<file path="src/rtl/fetch_stage.sv">
`default_nettype none
// ============================================================================
//  Module      : fetch_stage
//  Description : Instruction fetch stage of a 5-stage MIPS pipeline. Holds a
//                32-word program memory loaded while not running, a 5-bit
//                word-indexed PC and an IDLE/RUN/HALT controller. Drives the
//                fetched word, PC+1 and the load enable toward IF/ID.
//  Revision    : 1.0 - initial release
// ============================================================================
module fetch_stage (
    input  logic        clk,
    input  logic        reset,
    input  logic        start,
    input  logic        prog_we,
    input  logic [4:0]  prog_addr,
    input  logic [31:0] prog_data,
    input  logic        stall,
    input  logic        branch_taken,
    input  logic [4:0]  branch_target,
    input  logic        jump,
    input  logic [4:0]  jump_target,
    output logic [31:0] instruccion,
    output logic [4:0]  PC_next,
    output logic        if_id_en,
    output logic        running,
    output logic        halted,
    output logic [15:0] fetch_count
);

    localparam logic [31:0] HALT_WORD   = 32'hFFFF_FFFF;
    localparam logic [31:0] NOP_WORD    = 32'h0000_0000;
    localparam logic [15:0] C_COUNT_MAX = 16'hFFFF;

    localparam logic [1:0] S_IDLE = 2'd0;
    localparam logic [1:0] S_RUN  = 2'd1;
    localparam logic [1:0] S_HALT = 2'd2;

    logic [1:0]  r_state;
    logic [1:0]  w_state_next;
    logic [4:0]  r_pc;
    logic [4:0]  w_pc_next;
    logic [15:0] r_fetch_count;
    logic [15:0] w_fetch_count_next;
    logic [31:0] r_mem [32];

    logic        w_run;
    logic        w_redirect;
    logic        w_issue;
    logic        w_halt_fetch;
    logic [31:0] w_word;
    logic [4:0]  w_pc_inc;

    assign w_run        = (r_state == S_RUN);
    assign w_word       = r_mem[r_pc];
    assign w_pc_inc     = r_pc + 5'd1;
    assign w_redirect   = jump | branch_taken;
    // A fetch is issued only when nothing redirects or holds the pipeline.
    assign w_issue      = w_run & ~w_redirect & ~stall;
    assign w_halt_fetch = w_issue & (w_word == HALT_WORD);

    // Controller, PC and issued-fetch counter next values.
    always_comb begin
        w_state_next       = r_state;
        w_pc_next          = r_pc;
        w_fetch_count_next = r_fetch_count;
        case (r_state)
            S_RUN: begin
                if (jump) begin
                    w_pc_next = jump_target;
                end else if (branch_taken) begin
                    w_pc_next = branch_target;
                end else if (!stall) begin
                    if (w_halt_fetch) begin
                        // PC parks on the halt word.
                        w_state_next = S_HALT;
                    end else begin
                        w_pc_next = w_pc_inc;
                        if (r_fetch_count != C_COUNT_MAX) begin
                            w_fetch_count_next = r_fetch_count + 16'd1;
                        end
                    end
                end
            end
            default: begin
                if (start) begin
                    w_state_next       = S_RUN;
                    w_pc_next          = 5'd0;
                    w_fetch_count_next = 16'd0;
                end
            end
        endcase
    end

    // State, PC and counter registers with asynchronous reset.
    always_ff @(posedge clk or posedge reset) begin
        if (reset) begin
            r_state       <= S_IDLE;
            r_pc          <= 5'd0;
            r_fetch_count <= 16'd0;
        end else begin
            r_state       <= w_state_next;
            r_pc          <= w_pc_next;
            r_fetch_count <= w_fetch_count_next;
        end
    end

    // Program memory write port; blocked while running, never cleared.
    always_ff @(posedge clk) begin
        if (prog_we && !w_run) begin
            r_mem[prog_addr] <= prog_data;
        end
    end

    // IF/ID-facing outputs; redirect and halt turn the slot into a bubble.
    always_comb begin
        instruccion = NOP_WORD;
        PC_next     = 5'd0;
        if_id_en    = 1'b0;
        if (w_run) begin
            PC_next = w_pc_inc;
            if (w_redirect) begin
                if_id_en = 1'b1;
            end else if (stall) begin
                instruccion = w_word;
            end else if (w_word == HALT_WORD) begin
                if_id_en = 1'b1;
            end else begin
                instruccion = w_word;
                if_id_en    = 1'b1;
            end
        end
    end

    assign running     = w_run;
    assign halted      = (r_state == S_HALT);
    assign fetch_count = r_fetch_count;

endmodule
`default_nettype wire

</file>
<file path="config.mk">
export PLATFORM = sky130hd
export DESIGN_NAME = fetch_stage
export DESIGN_NICKNAME = d
export VERILOG_FILES = /design/src/rtl/fetch_stage.sv
export SDC_FILE = /design/constraint.sdc
export NUM_CORES = 1
export LEC_CHECK = 0
export CAP_MARGIN = 20
export CORE_ASPECT_RATIO = 0.6
export CORE_MARGIN = 3
export CORE_UTILIZATION = 40
export CTS_CLUSTER_SIZE = 25
export DETAILED_ROUTE_END_ITERATION = 10
export PLACE_DENSITY = 0.65
export SYNTH_ARGS = -nofsm -noshare
export SYNTH_HDL_FRONTEND = slang
export SYNTH_SLANG_ARGS = --single-unit
</file>
<file path="constraint.sdc">
create_clock -name clk -period 4.1 [get_ports clk]
set_clock_uncertainty 0.05 [all_clocks]
set_input_delay 0.82 -clock clk [delete_from_list [all_inputs] [get_ports clk]]
set_output_delay 0.82 -clock clk [all_outputs]
set_load 0.01 [all_outputs]
</file>
# --- Word level (Yosys, flattened, before mapping) ---
# Memories as Yosys holds them, arrays and structs flattened.
# Cells that the tools add are included.
totals:
  input_bits: 54
  mem_count: 1
  regBits: 23
  mem_bits_rw: 1024
op_classes:
  n_reduce_logical: 6
  eq_ne: 12
  muxes: 29
  bitwise: 6
  add_sub_neg: 2
memory_table:
  columns: ["name", "words", "word_bits", "rd", "rd_clocked_by_memory_dff", "write_ports", "line_no", "text"]
  rows:
  - ["r_mem", 32, 32, 1, 0, 1, "44", "logic [31:0] r_mem [32];"]
op_table:
  columns: ["cell", "n"]
  rows:
  - ["$mux 32", 4]
  - ["$mux 16", 7]
  - ["$mux 5", 7]
  - ["$eq 32x32->1 const B", 1]
  - ["$add 16x1->16 const B", 1]
  - ["$ne 16x16->1 const B", 1]
  - ["$mux 2", 6]
  - ["$ne 2x2->1 const B", 4]
  - ["$ne 4x4->1 const B", 2]
  - ["$reduce_and 6->1", 1]
  - ["$add 5x1->5 const B", 1]
  - ["$mux 1", 5]
  - ["$reduce_and 5->1", 1]
  - ["$ne 2x1->1 const B", 2]
  - ["$and 1x1->1", 3]
  - ["$reduce_and 3->1", 1]
  - ["$eq 2x1->1 const B", 1]
  - ["$eq 2x2->1 const B", 1]
  - ["$not 1->1", 2]
  - ["$reduce_bool 2->1", 1]
  - ["$logic_and 1x1->1", 1]
  - ["$logic_not 1->1", 1]
  - ["$or 1x1->1", 1]

# --- Depth between registers and ports, before layout ---
logic_depth:
  word_depth: 10
  depth_mapped: 14

# --- Least setup slack after synthesis ---
# No wires, ideal clock.
synth_timing:
  kind: "reg-to-output"
  from: "register r_pc[0]"
  to: "output port instruccion[11]"
  setup_slack_ns: 0.242
  path_buffers: 5
  t_arrival_ns: 2.988
  t_required_ns: 3.230
  path_stages_with_launch: 15
  path_cell_list: "dfrtp_1 buf_6 buf_12 buf_12 buf_12 mux2i_1 a221oi_1 o21ai_0 a31o_2 nor4_2 o211ai_1 or3_4 o211ai_2 buf_2 a21oi_1"
synth_between:
  elab_chain_cells: 6
synth_lines:
  columns: ["item", "line_no", "text"]
  rows:
  - ["start, declared", "40", "logic [4:0] r_pc;"]
  - ["start signal, assigned", "102", "r_pc <= w_pc_next;"]
  - ["$mem_v2 32x32 *", null, null]
  - ["$eq 32x32->1", "125", "end else if (w_word == HALT_WORD) begin"]
  - ["$mux 32", "125", null]
  - ["$mux 32 *", "123", "end else if (stall) begin"]
  - ["$mux 32 *", "121", "if (w_redirect) begin"]
  - ["$mux 32 *", "119", "if (w_run) begin"]
  - ["end, declared", "22", "output logic [31:0] instruccion,"]
# Every way passes the cells marked *; elsewhere a longest branch is shown, timed or not.

# --- Worst setup path in the final report ---
layout_timing:
  from: "register r_pc[0]"
  to: "output port instruccion[1]"
# Same word-level chain as after synthesis.

==> results by group <==
Run status
  • Status: complete, but fails checks
  • Failing checks: negative setup slack

Logic synthesis
  • Area leader, netlist: edfxtp_1
  • #FFs+latches synth: between 1,000 and 1,500
  • Post-synth EDFFs: about 1,000
  • Yosys cell types: 56
  • Synthesized Nets: between 2,000 and 2,500
  • Synth Flop Type: edfxtp_1
  • Post-synth ARST share: 0.02197
  • Seq/Total Area, Yosys: 0.7634
  • Ys Warns: 0
  • Post-synthesis cell count: between 1,500 and 2,000
  • Syn Std Cell Area: approximately 41,000 sq um
  • Top cell type's share of synthesized area: 0.7493
  • Synth top area cells: edfxtp_1 75%, mux4_2 11%, mux2i_1 4.1%
  • Syn Area/Cell: approximately 21 sq um

Clock tree
  • H-tree depth: 3
  • CTS sink count: approximately 1,000
  • CTS Buf Count: 90
  • Worst-Skew Late Latency: just under 0.7 ns
  • CTS Buffer Depth: 3
  • Worst-path clk slew: approximately 0.070 ns
  • Cts hold-fix bufs: 0
  • Clock root cell: clkbuf_16
  • CTS tree: yes

Critical path
  • CP Launch Type: register
  • Critical path class: reg -> out
  • Arrival time worst endpoint: around 4.5 ns
  • Reg2reg end: fetch_count[14]
  • Setup crit end kind: output pin
  • Critical path buffer and inverter count: 8
  • Crit-path leading delay family: compound AO/OA/AOI/OAI gates
  • Critical path destination: instruccion[1]
  • Reg-to-Reg Start: r_pc[0]
  • Cell Chain, Critical Path: buf_8 > buf_8 > buf_16 > mux2i_1 > a22oi_1 > a221oi_2 > a31o_2 > nor4_4 > o211ai_1 > buf_4 > or3_4 > o211ai_4 > buf_6 > buf_12 > buf_8 > a21oi_4 > buf_6
  • Stages on the worst setup path: 17
  • Reg2reg setup slack: -0.06 ns
  • Slowest-stage cell, CP: dfrtp_4
  • Crit path top cell by count: buf_8
  • CP peak stage delay: 0.51 ns
  • Worst Setup SP: r_pc[0]
  • Worst path required time: around 3.2 ns
  • Worst R2R Path Depth: 19
  • CP max FO: 16

Final layout
  • Final #Nets: roughly 2,400
  • Multi-input logic area: 9762 sq um
  • Flip-flop and latch area: approximately 31,000 sq um
  • Fillcell total: ~8,000
  • Fraction of layout cells with a size suffix above 1: 0.3186
  • Area Growth Syn to Fin: 22.10%

STA
  • Rel. slew slack: 0.2870
  • Final Hold Viols: 0
  • Tcrit/Tclk final: 1.316
  • Slew at the pin closest to its max-slew limit: 1.066 ns
  • RSZ-0062 raised after global routing: true
  • F_max: roughly 0.19 GHz
  • Final WS setup: -1.295 ns
  • Fin Setup TNS: -40.07 ns
  • Setup violations, final: 34
  • Max Slew Vio Count: 0
  • Min cycle time layout: roughly 5.4 ns

Power
  • Worst IR drop on VDD: around 320 uV
  • P_leak: ~0.016 uW
  • Total power per unit cell area: 501.8 nW/um^2
  • Total power: about 25,000 uW

Route
  • Vias: 22,314
  • Drt via density: between 5 and 6
  • WL/cell: 30.53 um
  • DR DRC count: 0
  • Antenna-violating nets left: 0
  • TritonRoute pass-1 iters: 6
  • DRT Wirelength: roughly 120,000 um
  • DR iter-0 viols: just over 3,000

Floorplan
  • CORE AREA: between 100,000 and 150,000 sq um
  • Die width: approximately 420 um
  • Row count: 90
  • Starting Density: 0.4058
  • # IOs: 110
  • Die area: approximately 110,000 sq um
  • Die height: 254.1 um

Place
  • Port Buf Inserts: approximately 110
  • Dpl ws: -0.9905 ns
  • Dpl hpwl: approximately 64,000 um
  • RD Place Congestion: approximately 0.83

GRT
  • Number of global-route vias before repair: ~22,000
  • GRT overflow: 0
  • GRT Overall Usage: 0.2147
  • Largest net degree at the start of global routing: 48
  • Initial antenna violation count: 5
  • First-pass GRT wire length: between 150,000 and 200,000 um

Flow run
  • Max Cap Viol: 0

Min path
  • Hold Path Class: in -> async
how the worst min path moves through the flow:
stage | endpoint | slack (ns) | cells after the start
2_1_floorplan | r_state[1] | 0.46 | 1
3_3_place_gp | fetch_count[15] | 0.45 | 1
3_5_place_dp | fetch_count[15] | 0.48 | 1
4_1_cts | fetch_count[11] | 0.49 | 1
5_1_grt | r_state[0] | 0.37 | 2
6_report | r_state[0] | 0.37 | 2
final cells by class:
class | count | area share
well taps | 1334 | 0.03331
multi-input cells | 834 | 0.1948
inverters | 7 | 0.0005244
clock inverters | 50 | 0.007741
repair buffers | 388 | 0.09020
flip-flops and latches | 1047 | 0.6254
clock buffers | 113 | 0.04794
diodes | 1 | 0.00004994
layout by cell type (no fill, tap or decap), drive strengths merged, types with 17 or more instances in the layout:
cell              n
nand3            17
clkinv           37
a21oi            27
o21ai            23
nand2            71
a22oi            93
clkdlybuf4s50    77
buf             304
dfrtp            23
mux4            204
mux2i           167
clkbuf          117
nor2            100
edfxtp         1024
cells in the mapped netlist (all sizes together), types with 6 or more instances:
master	count
and3	6
a31oi	6
o41ai	8
o21ai	23
nand4	8
nor2b	10
nor2	100
nand2	71
mux4	204
edfxtp	1024
buf	78
and2	6
clkbuf	31
nand3	17
mux2i	167
dfrtp	23
a22oi	93
a221oi	12
inv	7
a21oi	27
nor3	9
o22ai	6
what timing repair did:
| item | in CTS | in global routing |
|---|---|---|
| gates cloned | 11 | 2 |
| pin swaps | 39 | 26 |
| setup endpoints to repair | 46 | 49 |
| gates resized for setup | 281 | 44 |
| buffers inserted | 58 | 8 |
power breakdown:
part           internal, uW  switching (uW)  total [uW]
clock network          4430            3830        8260
registers             11800            68.2       11900
logic                  2430            2590        5010
cell families after synthesis:
family | count (synthesis) | share of synthesized area
multiplexers | 374 | 0.1538
AO/OA/AOI/OAI | 196 | 0.03421
XOR/XNOR | 3 | 0.0006404
AND/OR/NAND/NOR | 258 | 0.02906
adder cells (fa/ha/maj) | 2 | 0.0006097
buffers and inverters | 116 | 0.01832
flip-flops | 1047 | 0.7634
state kept, by name (all words and copies together) (netlist names):
| register | count |
|---|---|
| r_state | 2 |
| fetch_count | 16 |
| r_mem | 1024 |
| r_pc | 5 |
metal layers:
layer  share of wire  routed length (um)  vias to the layer above  GRT usage
li1                -                   -                     9044          -
met2            0.45               51960                     1256     0.3196
met4           0.018                2052                        6    0.04325
met5         0.00038                  44                        -          0
met1            0.42               48480                    11859     0.3203
met3            0.11               12670                      149    0.05759
stage by stage:
stage	utilization	cell area (sq um)	hold slack [ns]	std cells
finish	0.4955	50110	0.3670	3774
global route	0.4955	50100	0.3706	3773
CTS	0.4909	49640	0.4919	3759
detailed placement	0.4523	45740	0.4778	3550
global placement	0.4523	45740	0.4538	3550
floorplan	-	41040	0.4599	1996
No activity file was read; power rests on OpenSTA's default activity.
